==> src/rtl/stream_seq_sink_if.sv <==
// Valid/ready stream bundle between an upstream source and a sink.
interface stream_seq_sink_if #(
  parameter int unsigned WIDTH = 16
);
  logic [WIDTH-1:0] data;
  logic             valid;
  logic             ready;

  modport master (output data, output valid, input ready);
  modport slave  (input data, input valid, output ready);
endinterface

==> src/rtl/stream_seq_sink.sv <==
// Stream sink: applies a programmable backpressure pattern and checks that
// accepted words follow start + k*increment (mod 2^WIDTH). Keeps counts and
// a snapshot of the first mismatching transfer.
module stream_seq_sink #(
  parameter int unsigned WIDTH     = 16,
  parameter logic [15:0] LFSR_SEED = 16'hACE1,
  parameter bit          RESYNC    = 1'b0
) (
  input  logic              i_clock,
  input  logic              i_reset,
  stream_seq_sink_if.slave  in_if,
  input  logic [WIDTH-1:0]  i_start_value,
  input  logic [WIDTH-1:0]  i_increment,
  input  logic [1:0]        i_ready_mode,
  output logic [31:0]       o_count,
  output logic [15:0]       o_err_count,
  output logic              o_err,
  output logic [WIDTH-1:0]  o_bad_expected,
  output logic [WIDTH-1:0]  o_bad_received
);

  typedef enum logic [1:0] {
    READY_ALWAYS = 2'd0,
    READY_NEVER  = 2'd1,
    READY_ALT    = 2'd2,
    READY_LFSR   = 2'd3
  } ready_mode_e;

  localparam logic [15:0] LFSR_TAPS = 16'hB400;

  ready_mode_e      mode;
  logic             ready_q, ready_d;
  logic             tog_q, tog_d;
  logic [15:0]      lfsr_q, lfsr_d;
  logic [WIDTH-1:0] exp_q, exp_d;
  logic [WIDTH-1:0] inc_q;
  logic [31:0]      count_q, count_d;
  logic [15:0]      err_count_q, err_count_d;
  logic             err_q, err_d;
  logic [WIDTH-1:0] bad_exp_q, bad_exp_d;
  logic [WIDTH-1:0] bad_rcv_q, bad_rcv_d;
  logic             xfer;
  logic             mism;

  assign mode = ready_mode_e'(i_ready_mode);

  // Backpressure pattern: toggle and LFSR free-run; mode only selects the source.
  always_comb begin
    tog_d  = ~tog_q;
    lfsr_d = lfsr_q[0] ? ((lfsr_q >> 1) ^ LFSR_TAPS) : (lfsr_q >> 1);
    unique case (mode)
      READY_ALWAYS: ready_d = 1'b1;
      READY_NEVER:  ready_d = 1'b0;
      READY_ALT:    ready_d = tog_q;
      READY_LFSR:   ready_d = lfsr_d[0];
      default:      ready_d = 1'b0;
    endcase
  end

  // Sequence checker: counters, sticky error, first-mismatch snapshot.
  always_comb begin
    xfer        = in_if.valid & ready_q;
    mism        = (in_if.data != exp_q);
    exp_d       = exp_q;
    count_d     = count_q;
    err_count_d = err_count_q;
    err_d       = err_q;
    bad_exp_d   = bad_exp_q;
    bad_rcv_d   = bad_rcv_q;
    if (xfer) begin
      if (count_q != '1) count_d = count_q + 32'd1;
      if (mism) begin
        if (err_count_q != '1) err_count_d = err_count_q + 16'd1;
        err_d = 1'b1;
        if (!err_q) begin
          bad_exp_d = exp_q;
          bad_rcv_d = in_if.data;
        end
      end
      exp_d = (RESYNC && mism) ? (in_if.data + inc_q) : (exp_q + inc_q);
    end
  end

  // State registers; reset continuously recaptures start value and increment.
  always_ff @(posedge i_clock) begin
    if (i_reset) begin
      ready_q     <= 1'b0;
      tog_q       <= 1'b1;
      lfsr_q      <= LFSR_SEED;
      exp_q       <= i_start_value;
      inc_q       <= i_increment;
      count_q     <= '0;
      err_count_q <= '0;
      err_q       <= 1'b0;
      bad_exp_q   <= '0;
      bad_rcv_q   <= '0;
    end else begin
      ready_q     <= ready_d;
      tog_q       <= tog_d;
      lfsr_q      <= lfsr_d;
      exp_q       <= exp_d;
      count_q     <= count_d;
      err_count_q <= err_count_d;
      err_q       <= err_d;
      bad_exp_q   <= bad_exp_d;
      bad_rcv_q   <= bad_rcv_d;
    end
  end

  assign in_if.ready    = ready_q;
  assign o_count        = count_q;
  assign o_err_count    = err_count_q;
  assign o_err          = err_q;
  assign o_bad_expected = bad_exp_q;
  assign o_bad_received = bad_rcv_q;

endmodule
==> src/flat_wrapper.sv <==
// flat-port wrapper written by rule: the top's interface ports become plain ports
module stream_seq_sink_flat 
#(
  parameter int unsigned WIDTH     = 16,
  parameter logic [15:0] LFSR_SEED = 16'hACE1,
  parameter bit          RESYNC    = 1'b0
)
  (i_clock, i_reset, i_start_value, i_increment, i_ready_mode, o_count, o_err_count, o_err, o_bad_expected, o_bad_received, in_if_data, in_if_valid, in_if_ready);
  stream_seq_sink_if #(.WIDTH(WIDTH)) in_if_i ();
  input  logic i_clock;
  input  logic i_reset;
  input  logic [WIDTH-1:0] i_start_value;
  input  logic [WIDTH-1:0] i_increment;
  input  logic [1:0] i_ready_mode;
  output logic [31:0] o_count;
  output logic [15:0] o_err_count;
  output logic o_err;
  output logic [WIDTH-1:0] o_bad_expected;
  output logic [WIDTH-1:0] o_bad_received;
  input wire logic [$bits(in_if_i.data)-1:0] in_if_data;
  input wire logic [$bits(in_if_i.valid)-1:0] in_if_valid;
  output wire logic [$bits(in_if_i.ready)-1:0] in_if_ready;
  assign in_if_i.data = in_if_data;
  assign in_if_i.valid = in_if_valid;
  assign in_if_ready = in_if_i.ready;
  stream_seq_sink #(.WIDTH(WIDTH), .LFSR_SEED(LFSR_SEED), .RESYNC(RESYNC)) u_core (.i_clock(i_clock), .i_reset(i_reset), .in_if(in_if_i), .i_start_value(i_start_value), .i_increment(i_increment), .i_ready_mode(i_ready_mode), .o_count(o_count), .o_err_count(o_err_count), .o_err(o_err), .o_bad_expected(o_bad_expected), .o_bad_received(o_bad_received));
endmodule
==> config.mk <==
export PLATFORM = sky130hd
export DESIGN_NAME = stream_seq_sink_flat
export DESIGN_NICKNAME = d
export VERILOG_FILES = /design/src/rtl/stream_seq_sink_if.sv /design/src/rtl/stream_seq_sink.sv /design/src/flat_wrapper.sv
export SDC_FILE = /design/constraint.sdc
export NUM_CORES = 1
export LEC_CHECK = 0
export BUFFER_PORTS_ARGS = -buffer_cell sky130_fd_sc_hd__buf_2
export CORE_MARGIN = 2
export CORE_UTILIZATION = 56
export DETAILED_ROUTE_END_ITERATION = 16
export GPL_ROUTABILITY_DRIVEN = 0
export PLACE_DENSITY = 0.82
export REMOVE_ABC_BUFFERS = 1
export SLEW_MARGIN = 20
export SYNTH_ARGS = -nofsm -noshare
export SYNTH_HDL_FRONTEND = slang
export SYNTH_SLANG_ARGS = --single-unit
==> constraint.sdc <==
create_clock -name i_clock -period 3.5 [get_ports i_clock]
set_input_delay 0.7 -clock i_clock [delete_from_list [all_inputs] [get_ports i_clock]]
set_output_delay 0.7 -clock i_clock [all_outputs]
set_load 0.02 [all_outputs]
# [Word-level counts from Yosys, hierarchy flattened]
# Cells that the tools add are included.
[op_classes] mux=4 n_reduce_logical=6 eq_ne=6 bitwise_logic=4 n_addsub=3
[ops] cell="$mux W16" n=3
[ops] cell="$add A32 B1 Y32 const B" n=1
[ops] cell="$ne A32 B32 Y1 const B" n=1
[ops] cell="$add A16 B1 Y16 const B" n=1
[ops] cell="$add A16 B16 Y16" n=1
[ops] cell="$ne A16 B16 Y1" n=1
[ops] cell="$ne A16 B16 Y1 const B" n=1
[ops] cell="$reduce_and A3 Y1" n=2
[ops] cell="$eq A2 B2 Y1 const B" n=2
[ops] cell="$not A3 Y4" n=1
[ops] cell="$pmux W1 S4" n=1
[ops] cell="$reduce_and A2 Y1" n=2
[ops] cell="$eq A2 B1 Y1 const B" n=1
[ops] cell="$logic_not A2 Y1" n=1
[ops] cell="$not A1 Y1" n=2
[ops] cell="$reduce_bool A2 Y1" n=1
[ops] cell="$and A1 B1 Y1" n=1
[totals] input_bits=53 ff_bits=131 wordCells=33

# [Logic depth before layout (Yosys ltp)]
# Gate-level depths: netlist (run 1).
[depth] ltp_word=3 mapped_depth=8 depth_no_buf=8

# [Least setup slack after synthesis (run 1)]
# Ideal clock, no wire load.
[synth_path] path_kind="flip-flop to flip-flop" start="reg u_core.exp_q[10]" end="reg u_core.exp_q[15], data pin" arrival_time_ps=1921 required_time_ps=3240 slack_ps=1319 setup_ps=260 path_stages_with_launch=9 path_buffers=1 synth_period_minus_slack_ps=2181 cell_sequence="edfxtp_1 > ha_1 > clkbuf_1 > a21oi_1 > o22ai_1 > o41ai_1 > o21ai_0 > xnor2_1 > mux2_2"
[synth_via] elab_chain_cells=3
[synth_rtl] item="from (decl)" line="stream_seq_sink.sv:35" text="logic [WIDTH-1:0] exp_q, exp_d;"
[synth_rtl] item="from (signal assigned)" line="stream_seq_sink.sv:90" text="exp_q <= i_start_value;"
[synth_rtl] item="from (signal assigned)" line="stream_seq_sink.sv:101" text="exp_q <= exp_d;"
[synth_rtl] item="$add A16 B16 Y16" line="stream_seq_sink.sv:80" text="exp_d = (RESYNC && mism) ? (in_if.data + inc_q) : (exp_q + inc_q);"
[synth_rtl] item="$mux W16" line="stream_seq_sink.sv:70" text="if (xfer) begin"
[synth_rtl] item="$mux W16" line="stream_seq_sink.sv:86" text="if (i_reset) begin"
# No other way between the ends. The select of a mux whose other input is x is not followed.
# A chain may end at the register's enable or synchronous reset.

# [Final worst setup path (run 1)]
[layout_path] start="reg u_core.exp_q[0]" end="reg u_core.exp_q[10], data pin"
# Same word-level chain as after synthesis.

==> results of run 1 <==
[layer usage]
metal  GRT usage (%)  vias to the layer above  share of wire, %
met5               0                        -                 0
met3           6.389                       24               4.9
met1           31.89                     2424                44
met2           40.36                      161                49
li1                -                     2482                 -
met4           9.982                        0               1.8
[synthesized netlist by cell type (4+ instances only)]
| library cell | count | share of area, % |
|---|---|---|
| sky130_fd_sc_hd__nand4_1 | 19 | 1.9 |
| sky130_fd_sc_hd__nand2_1 | 36 | 2.2 |
| sky130_fd_sc_hd__a31oi_1 | 5 | 0.51 |
| sky130_fd_sc_hd__a21oi_1 | 23 | 1.9 |
| sky130_fd_sc_hd__mux2i_1 | 34 | 5.6 |
| sky130_fd_sc_hd__or2_2 | 8 | 0.82 |
| sky130_fd_sc_hd__mux2_2 | 8 | 1.5 |
| sky130_fd_sc_hd__a211oi_1 | 4 | 0.49 |
| sky130_fd_sc_hd__and4_1 | 5 | 0.72 |
| sky130_fd_sc_hd__nor3_1 | 19 | 1.6 |
| sky130_fd_sc_hd__nand3_1 | 24 | 2.0 |
| sky130_fd_sc_hd__nand2b_1 | 8 | 0.82 |
| sky130_fd_sc_hd__nor4_1 | 8 | 0.82 |
| sky130_fd_sc_hd__inv_1 | 11 | 0.68 |
| sky130_fd_sc_hd__and3_1 | 6 | 0.61 |
| sky130_fd_sc_hd__o21ai_0 | 24 | 2.0 |
| sky130_fd_sc_hd__nor2_1 | 85 | 5.2 |
| sky130_fd_sc_hd__xor2_1 | 10 | 1.4 |
| sky130_fd_sc_hd__edfxtp_1 | 32 | 16 |
| sky130_fd_sc_hd__nor2b_1 | 16 | 1.6 |
| sky130_fd_sc_hd__xnor2_1 | 51 | 7.3 |
| sky130_fd_sc_hd__buf_2 | 4 | 0.33 |
| sky130_fd_sc_hd__dfxtp_1 | 99 | 32 |
| sky130_fd_sc_hd__ha_1 | 17 | 3.5 |
| sky130_fd_sc_hd__clkbuf_1 | 20 | 1.2 |
[critical path: stages, from the launching register on]
cell and delay (ps):
sky130_fd_sc_hd__edfxtp_1 440, sky130_fd_sc_hd__ha_1 250, sky130_fd_sc_hd__fa_1 440, sky130_fd_sc_hd__a211oi_1 320, sky130_fd_sc_hd__o21ai_0 250, sky130_fd_sc_hd__nand2_1 190
sky130_fd_sc_hd__a21oi_1 100, sky130_fd_sc_hd__xnor2_1 140, sky130_fd_sc_hd__o21ai_0 90
[metrics by stage]
step	util [%]	cell area, sq um	setup slack, ps	hold WS [ps]
detailed placement	64.16	6894	734.7	386.9
global route	69.83	7503	857.6	318.6
floorplan	-	5998	-1135	369.6
finish	69.83	7503	1034	343.6
CTS	69.81	7501	1019	318.0
global placement	64.16	6894	802.6	378.2
[area by class of cell]
type / instances / area share (%)
multi-input cells: 456 / 40.24
flip-flops and latches: 131 / 39.22
repair buffers: 138 / 9.538
clock buffers: 21 / 5.986
well taps: 140 / 2.334
clock inverters: 11 / 2.101
inverters: 11 / 0.5503
diodes: 1 / 0.03335
[worst paths after layout]
check	from	cells after the start	endpoint	slack (ps)
setup / recovery	u_core.exp_q[0]	8	u_core.exp_q[10]	1030
hold / removal	i_increment[11]	1	u_core.inc_q[11]	340
setup reg to reg	u_core.exp_q[0]	8	u_core.exp_q[10]	1030
hold reg to reg	u_core.tog_q	1	u_core.tog_q	400
[power groups by stage]
stage | Combinational, uW | Sequential (uW) | Clock (uW)
after floorplan | 391 | 1740 | 0
after global placement | 552 | 1740 | 0
after detailed placement | 570 | 1740 | 0
after CTS | 583 | 1710 | 1840
after global routing | 653 | 1720 | 1910
final | 587 | 1710 | 1830
[registers in the layout, indices dropped and copies added (netlist names)]
name and flops:
u_core.o_err 1, u_core.o_count 32, u_core.o_bad_received 16, u_core.exp_q 16, u_core.tog_q 1, u_core.o_err_count 16
u_core.lfsr_q 16, u_core.in_if.ready 1, u_core.o_bad_expected 16, u_core.inc_q 16
[logic make-up after synthesis]
family	count (synthesis)	synth area share, %
buffers and inverters	36	2.419
XOR/XNOR	61	8.752
AND/OR/NAND/NOR	257	21.97
flip-flops	131	48.21
AO/OA/AOI/OAI	78	7.789
adder cells (fa/ha/maj)	18	3.812
multiplexers	42	7.051
[cell usage in the layout (no fill, tap or decap), drive strengths merged, types with 3 or more instances in the layout]
| master | Yosys | final |
|---|---|---|
| ha | 17 | 17 |
| and4 | 5 | 5 |
| a31oi | 5 | 5 |
| dfxtp | 99 | 99 |
| nand4 | 20 | 20 |
| xnor2 | 51 | 51 |
| nor4 | 10 | 10 |
| bufinv | 0 | 4 |
| clkinv | 0 | 7 |
| nand2 | 36 | 36 |
| or3 | 4 | 4 |
| nor2b | 16 | 16 |
| or4 | 4 | 4 |
| a21oi | 23 | 23 |
| nand2b | 8 | 8 |
| nand3 | 24 | 24 |
| inv | 11 | 11 |
| nor2 | 85 | 85 |
| buf | 5 | 138 |
| and2 | 3 | 3 |
| nor3 | 20 | 20 |
| mux2 | 8 | 8 |
| edfxtp | 32 | 32 |
| a211oi | 4 | 4 |
| o21ai | 24 | 24 |
| and3 | 8 | 8 |
| a21o | 3 | 3 |
| mux2i | 34 | 34 |
| xor2 | 10 | 10 |
| clkbuf | 20 | 21 |
| or2 | 8 | 8 |
==> flow_summary.html, run 1 <==
<table>
<tr><th>Metric</th><th>Value</th></tr>
<tr><th colspan="2">Floorplan</th></tr>
<tr><td>Core area</td><td>0.01075 sq mm</td></tr>
<tr><td>Core Rows</td><td>38</td></tr>
<tr><td>Area of the die</td><td>0.01175 sq mm</td></tr>
<tr><td>Starting utilization of the core area</td><td>56.81%</td></tr>
<tr><td>Chip width</td><td>108.4 um</td></tr>
<tr><td>I/O pin count</td><td>135</td></tr>
<tr><td>Height of the die</td><td>108.4 um</td></tr>
<tr><th colspan="2">Routing</th></tr>
<tr><td>Starting DRT DRC Count</td><td>452</td></tr>
<tr><td>Sum of routed wire length over all layers</td><td>14290 um</td></tr>
<tr><td>Vias/cell</td><td>5.601</td></tr>
<tr><td>Drt pass-1 iters</td><td>7</td></tr>
<tr><td>Number of remaining DRC errors</td><td>0</td></tr>
<tr><td>Number of vias after detailed routing</td><td>5091</td></tr>
<tr><td>DR WL/cell</td><td>15.72 um</td></tr>
<tr><td>Count of antenna-violating nets left after detailed routing</td><td>0</td></tr>
<tr><th colspan="2">Clocking</th></tr>
<tr><td>Clock root buffer master</td><td>sky130_fd_sc_hd__clkbuf_8</td></tr>
<tr><td>Number of buffers inserted by hold repair at cts</td><td>0</td></tr>
<tr><td>Clock tree sinks</td><td>131</td></tr>
<tr><td>Total of cells resized after clock tree synthesis</td><td>0</td></tr>
<tr><td>Max H-tree Level</td><td>4</td></tr>
<tr><td>Maximum clock insertion buffer count</td><td>2</td></tr>
<tr><td>Worst-path clk slew</td><td>60 ps</td></tr>
<tr><td>CTS buffer count</td><td>17</td></tr>
<tr><td>Clock tree from TritonCTS</td><td>built</td></tr>
<tr><td>Post-CTS Setup Bufs</td><td>0</td></tr>
<tr><td>Clock latency of the later-clocked register in the worst-skew pair</td><td>530 ps</td></tr>
<tr><th colspan="2">Synth</th></tr>
<tr><td>Number of instances in the synthesized netlist</td><td>623</td></tr>
<tr><td>Number of enable-type register cells in the synthesized netlist</td><td>32</td></tr>
<tr><td>Ys Warns</td><td>0</td></tr>
<tr><td>FF+latch count, synth</td><td>131</td></tr>
<tr><td>Proportion of synthesized chip area in sequential cells</td><td>48.21%</td></tr>
<tr><td>Top FF cell, synth</td><td>sky130_fd_sc_hd__dfxtp_1</td></tr>
<tr><td>Number of library cell types mapped by synthesis</td><td>54</td></tr>
<tr><td>Synthesized area per cell</td><td>9.799 sq um</td></tr>
<tr><td>Proportion of synthesized flip-flops having asynchronous set or reset</td><td>0%</td></tr>
<tr><td>Netlist area before placement</td><td>0.006105 sq mm</td></tr>
<tr><th colspan="2">Job</th></tr>
<tr><td>Max-capacitance violation count</td><td>0</td></tr>
<tr><th colspan="2">Critical path</th></tr>
<tr><td>Data required time at the worst endpoint</td><td>3760 ps</td></tr>
<tr><td>Startpoint type of the worst setup path</td><td>flop</td></tr>
<tr><td>Endpoint arrival time on the critical path</td><td>2730 ps</td></tr>
<tr><td>Largest fanout of any net on the critical path</td><td>3</td></tr>
<tr><td>Worst Setup End Kind</td><td>flop</td></tr>
<tr><td>CP Class</td><td>reg -&gt; reg</td></tr>
<tr><th colspan="2">Timing</th></tr>
<tr><td>Number of failing hold endpoints at the final stage</td><td>0</td></tr>
<tr><td>Peak Freq</td><td>405.5 MHz</td></tr>
<tr><td>Clock period minus worst slack</td><td>2466 ps</td></tr>
<tr><td>Setup repair after global routing missed its margin</td><td>no</td></tr>
<tr><td>Slew Viols, Final</td><td>0</td></tr>
<tr><td>Setup Skew</td><td>8.274 ps</td></tr>
<tr><td>Post-route clock period utilization</td><td>70.46%</td></tr>
<tr><td>Slew margin rel.</td><td>40.09%</td></tr>
<tr><td>Setup TNS</td><td>0 ps</td></tr>
<tr><td>Number of setup violations in the final report</td><td>0</td></tr>
<tr><td>Slew at the pin with the worst max-slew slack</td><td>898.7 ps</td></tr>
<tr><th colspan="2">Global routing</th></tr>
<tr><td>GRT Total Usage</td><td>24.94%</td></tr>
<tr><td>Via count of the first global-routing pass</td><td>4788</td></tr>
<tr><td>Global-route wire length before repair</td><td>22670 um</td></tr>
<tr><td>Initial antenna violation count</td><td>1</td></tr>
<tr><td>Maximum number of pins on one net before global-route repair</td><td>77</td></tr>
<tr><td>Grt ovf</td><td>0</td></tr>
<tr><th colspan="2">Hold path</th></tr>
<tr><td>Worst min-delay path class</td><td>in -&gt; reg</td></tr>
<tr><th colspan="2">Pwr</th></tr>
<tr><td>Worst voltage drop across the vdd grid</td><td>0.4750 mV</td></tr>
<tr><td>Static leakage power</td><td>0.003081 uW</td></tr>
<tr><td>Switching power</td><td>1031 uW</td></tr>
<tr><td>Proportion of power drawn by combinational gates</td><td>14.2%</td></tr>
<tr><td>Fraction of power spent switching nets</td><td>25.00%</td></tr>
<tr><td>Clock network fraction of total power</td><td>44.3%</td></tr>
<tr><td>Ratio of total power to cell area</td><td>549.6 mW/mm^2</td></tr>
<tr><td>Sequential cell fraction of total power</td><td>41.5%</td></tr>
<tr><td>Internal power consumption</td><td>3093 uW</td></tr>
<tr><td>PnR Total Power</td><td>4124 uW</td></tr>
<tr><th colspan="2">Finish</th></tr>
<tr><td>Area growth syn-to-layout</td><td>22.91%</td></tr>
<tr><td>Area taken by multi-input logic gates</td><td>0.003019 sq mm</td></tr>
<tr><td>Number of nets in the finished design</td><td>826</td></tr>
<tr><td>Sequential cell area</td><td>0.002943 sq mm</td></tr>
<tr><td>Count of filler cells inserted in the layout</td><td>810</td></tr>
<tr><td>Number of standard cells in the final layout excluding fillers</td><td>909</td></tr>
<tr><td>Layout cell share with drive strength beyond 1</td><td>25.26%</td></tr>
<tr><th colspan="2">Place</th></tr>
<tr><td>Post-detailed-placement half-perimeter wirelength</td><td>9847 um</td></tr>
<tr><td>Port Buf Inserts</td><td>134</td></tr>
<tr><td>Number of cells after detailed placement</td><td>876</td></tr>
<tr><th colspan="2">Outcome</th></tr>
<tr><td>Run status</td><td>finished, final reports clean</td></tr>
</table>
No activity file was read; power rests on OpenSTA's default activity.
==> inputs of run 2 (changes only) <==
Settings changed: CORE_UTILIZATION 56 to 49, PLACE_DENSITY 0.82 to 0.76.
Clock period 3.5 ns to 2 ns, I/O delays scaled along.
==> run 2 against run 1 <==
  * Combinational power grew to 2.6 times the previous value
  * Critical endpoint is now u_core.exp_q[11]
  * Setup slack lost 1200 ps
  * The run now ends with negative setup slack left
  * Critical path depth stayed put
  * Critical path type unchanged
  * Sequential cell count did not move
==> flow_summary.html, run 2 (synthesized netlist as in run 1, its figures left out) <==
<table>
<tr><th>Metric</th><th>Value</th></tr>
<tr><th colspan="2">Timing</th></tr>
<tr><td>Final Worst Setup Slack</td><td>-138.6 ps (-1172 ps)</td></tr>
<tr><td>Setup repair after global routing missed its margin</td><td>yes</td></tr>
<tr><td>Post-route clock period utilization</td><td>106.9% (+36 points)</td></tr>
<tr><td>Setup Skew</td><td>5.487 ps (-2.787 ps)</td></tr>
<tr><td>Peak Freq</td><td>467.6 MHz (+15%)</td></tr>
<tr><td>Clock period minus worst slack</td><td>2139 ps (-327.7 ps)</td></tr>
<tr><td>Slew margin rel.</td><td>63.28% (+23 points)</td></tr>
<tr><td>Hold slack</td><td>151.9 ps (-191.7 ps)</td></tr>
<tr><td>Number of failing hold endpoints at the final stage</td><td>0 (unchanged)</td></tr>
<tr><td>Slew Viols, Final</td><td>0 (unchanged)</td></tr>
<tr><td>Number of setup violations in the final report</td><td>51 (+51)</td></tr>
<tr><td>Slew at the pin with the worst max-slew slack</td><td>550.7 ps (-347.9 ps)</td></tr>
<tr><th colspan="2">Global routing</th></tr>
<tr><td>GRT Total Usage</td><td>24.24% (-0.70 points)</td></tr>
<tr><td>Grt ovf</td><td>0 (unchanged)</td></tr>
<tr><td>Maximum number of pins on one net before global-route repair</td><td>51 (-34%)</td></tr>
<tr><td>Global-route wire length before repair</td><td>25300 um (+12%)</td></tr>
<tr><td>Via count of the first global-routing pass</td><td>5384 (+12%)</td></tr>
<tr><td>Initial antenna violation count</td><td>1 (unchanged)</td></tr>
<tr><th colspan="2">Critical path</th></tr>
<tr><td>End of the worst register-to-register path</td><td>u_core.exp_q[11]</td></tr>
<tr><td>Endpoint arrival time on the critical path</td><td>2300 ps (-430 ps)</td></tr>
<tr><td>Startpoint type of the worst setup path</td><td>flop</td></tr>
<tr><td>Beginning of the worst register-to-register path</td><td>u_core.exp_q[0]</td></tr>
<tr><td>Reg-to-reg setup timing slack</td><td>-140 ps (-1170 ps)</td></tr>
<tr><td>Capturing instance or port of the critical path</td><td>u_core.exp_q[11]</td></tr>
<tr><td>Worst Setup End Kind</td><td>flop</td></tr>
<tr><td>Number of cells on the worst reg-to-reg path</td><td>8 (unchanged)</td></tr>
<tr><td>Data required time at the worst endpoint</td><td>2160 ps (-1600 ps)</td></tr>
<tr><td>CP Class</td><td>reg -&gt; reg</td></tr>
<tr><td>Beginning of the critical path</td><td>u_core.exp_q[0]</td></tr>
<tr><td>Largest fanout of any net on the critical path</td><td>3 (unchanged)</td></tr>
<tr><th colspan="2">Floorplan</th></tr>
<tr><td>Area of the die</td><td>0.01337 sq mm (+14%)</td></tr>
<tr><td>Core area</td><td>0.01206 sq mm (+12%)</td></tr>
<tr><td>Starting utilization of the core area</td><td>50.61% (-6.2 points)</td></tr>
<tr><td>Chip width</td><td>115.6 um (+6.6%)</td></tr>
<tr><td>Height of the die</td><td>115.6 um (+6.6%)</td></tr>
<tr><td>I/O pin count</td><td>135 (unchanged)</td></tr>
<tr><td>Core Rows</td><td>40 (+5.3%)</td></tr>
<tr><th colspan="2">Routing</th></tr>
<tr><td>Number of remaining DRC errors</td><td>0 (unchanged)</td></tr>
<tr><td>Starting DRT DRC Count</td><td>396 (-12%)</td></tr>
<tr><td>Vias/cell</td><td>5.432 (-3.0%)</td></tr>
<tr><td>Number of vias after detailed routing</td><td>5552 (+9.1%)</td></tr>
<tr><td>Drt pass-1 iters</td><td>5 (-2)</td></tr>
<tr><td>Sum of routed wire length over all layers</td><td>16700 um (+17%)</td></tr>
<tr><td>Count of antenna-violating nets left after detailed routing</td><td>0 (unchanged)</td></tr>
<tr><td>DR WL/cell</td><td>16.34 um (+4.0%)</td></tr>
<tr><th colspan="2">Outcome</th></tr>
<tr><td>Violations in the final reports</td><td>negative setup slack</td></tr>
<tr><td>Run status</td><td>finished, violations left</td></tr>
<tr><th colspan="2">Clocking</th></tr>
<tr><td>Maximum clock insertion buffer count</td><td>2 (unchanged)</td></tr>
<tr><td>Max H-tree Level</td><td>4 (unchanged)</td></tr>
<tr><td>Clock root buffer master</td><td>sky130_fd_sc_hd__clkbuf_16</td></tr>
<tr><td>CTS buffer count</td><td>17 (unchanged)</td></tr>
<tr><td>Clock latency of the later-clocked register in the worst-skew pair</td><td>420 ps (-110 ps)</td></tr>
<tr><td>Number of buffers inserted by hold repair at cts</td><td>0 (unchanged)</td></tr>
<tr><td>Clock tree sinks</td><td>131 (unchanged)</td></tr>
<tr><td>Clock tree from TritonCTS</td><td>built</td></tr>
<tr><td>Worst-path clk slew</td><td>60 ps (about the same)</td></tr>
<tr><th colspan="2">Pwr</th></tr>
<tr><td>Static leakage power</td><td>0.003632 uW (+18%)</td></tr>
<tr><td>Ratio of total power to cell area</td><td>903.9 mW/mm^2 (+64%)</td></tr>
<tr><td>Worst voltage drop across the vdd grid</td><td>0.6098 mV (+28%)</td></tr>
<tr><td>PnR Total Power</td><td>7901 uW (+92%)</td></tr>
<tr><th colspan="2">Place</th></tr>
<tr><td>Pre-CTS worst setup slack</td><td>-309.2 ps (-1044 ps)</td></tr>
<tr><td>Post-detailed-placement half-perimeter wirelength</td><td>10840 um (+10%)</td></tr>
<tr><td>Port Buf Inserts</td><td>134 (unchanged)</td></tr>
<tr><th colspan="2">Finish</th></tr>
<tr><td>Commonest non-fill, non-tap cells in the layout</td><td>sky130_fd_sc_hd__buf_2 (133), sky130_fd_sc_hd__dfxtp_1 (87), sky130_fd_sc_hd__nor2_1 (84)</td></tr>
<tr><td>Layout cell share with drive strength beyond 1</td><td>41.27% (+16 points)</td></tr>
<tr><td>Count of filler cells inserted in the layout</td><td>817 (+0.86%)</td></tr>
<tr><td>Most common cell after layout, fill and taps aside</td><td>sky130_fd_sc_hd__buf_2</td></tr>
<tr><td>Number of flip-flops in the largest register</td><td>32 (unchanged)</td></tr>
<tr><td>Number of nets in the finished design</td><td>911 (+10%)</td></tr>
<tr><td>Area growth syn-to-layout</td><td>43.19%</td></tr>
<tr><th colspan="2">Hold path</th></tr>
<tr><td>Worst min-delay path class</td><td>in -&gt; reg</td></tr>
<tr><th colspan="2">Job</th></tr>
<tr><td>Max-capacitance violation count</td><td>0 (unchanged)</td></tr>
</table>
==> run 2: cell types whose count changed in the layout (fill, tap and decap cells not counted), sizes merged <==
cell	delta
clkinvlp	+4
inv	+1
clkinv	-3
buf	+83
==> run 2: repair_timing <==
item                       CTS  global route
setup endpoints to repair   50            78
pin swaps                   16            22
resized for setup           42            65
gates cloned                 0             3
buffers inserted             4             7
==> run 2: worst min-delay path by stage <==
stage / startpoint / to / slack [ps] / cells past startpoint
after floorplan: u_core.tog_q / u_core.tog_q / 370 / 1
after global placement: u_core.tog_q / u_core.tog_q / 380 / 1
after detailed placement: u_core.tog_q / u_core.tog_q / 390 / 1
after CTS: i_increment[2] / u_core.inc_q[2] / 140 / 1
after global routing: i_increment[6] / u_core.inc_q[6] / 140 / 1
final: i_increment[2] / u_core.inc_q[2] / 150 / 1
==> run 2: stage by stage <==
| stage | util (%) | cell area [sq um] | std cells | setup TNS (ps) |
|---|---|---|---|---|
| 6_report | 72.47 | 8741 | 1022 | -3159 |
| 5_1_grt | 72.47 | 8741 | 1022 | -10010 |
| 4_1_cts | 69.40 | 8371 | 1011 | -1005 |
| 3_3_place_gp | 62.07 | 7487 | 975 | -1171 |
| 3_5_place_dp | 62.07 | 7487 | 975 | -2223 |
| 2_1_floorplan | - | 5998 | 598 | -78820 |
==> run 2: layer usage <==
| layer | routed length, um | track usage [%] | part of all wire [%] |
|---|---|---|---|
| met5 | 0 | 0 | 0 |
| met1 | 7059 | 30.12 | 42 |
| met4 | 503 | 11.51 | 3.0 |
| met3 | 885 | 5.962 | 5.3 |
| met2 | 8252 | 39.81 | 49 |
==> run 2: report_power, final <==
part	total, uW	switching [uW]	internal, uW
Combinational	1530	773	757
Sequential	2990	107	2880
Clock	3380	1160	2220
==> run 2: worst max-delay path: stages (launching register included) <==
cell and delay [ps]:
sky130_fd_sc_hd__edfxtp_1 420, sky130_fd_sc_hd__ha_2 230, sky130_fd_sc_hd__buf_4 150, sky130_fd_sc_hd__a211oi_4 240, sky130_fd_sc_hd__o211ai_1 180, sky130_fd_sc_hd__nand3_1 140, sky130_fd_sc_hd__o211a_1 250, sky130_fd_sc_hd__xnor2_2 150
sky130_fd_sc_hd__o21ai_1 110
==> run 2: final cells by class <==
class / count / area, sq um / area share (%)
clock buffers: 19 / 475.5 / 5.439
multi-input cells: 456 / 3415 / 39.06
repair buffers: 223 / 1460 / 16.70
clock inverters: 13 / 176.4 / 2.018
flip-flops and latches: 131 / 2960 / 33.87
inverters: 11 / 41.29 / 0.4724
diodes: 1 / 2.502 / 0.02863
well taps: 168 / 210.2 / 2.405
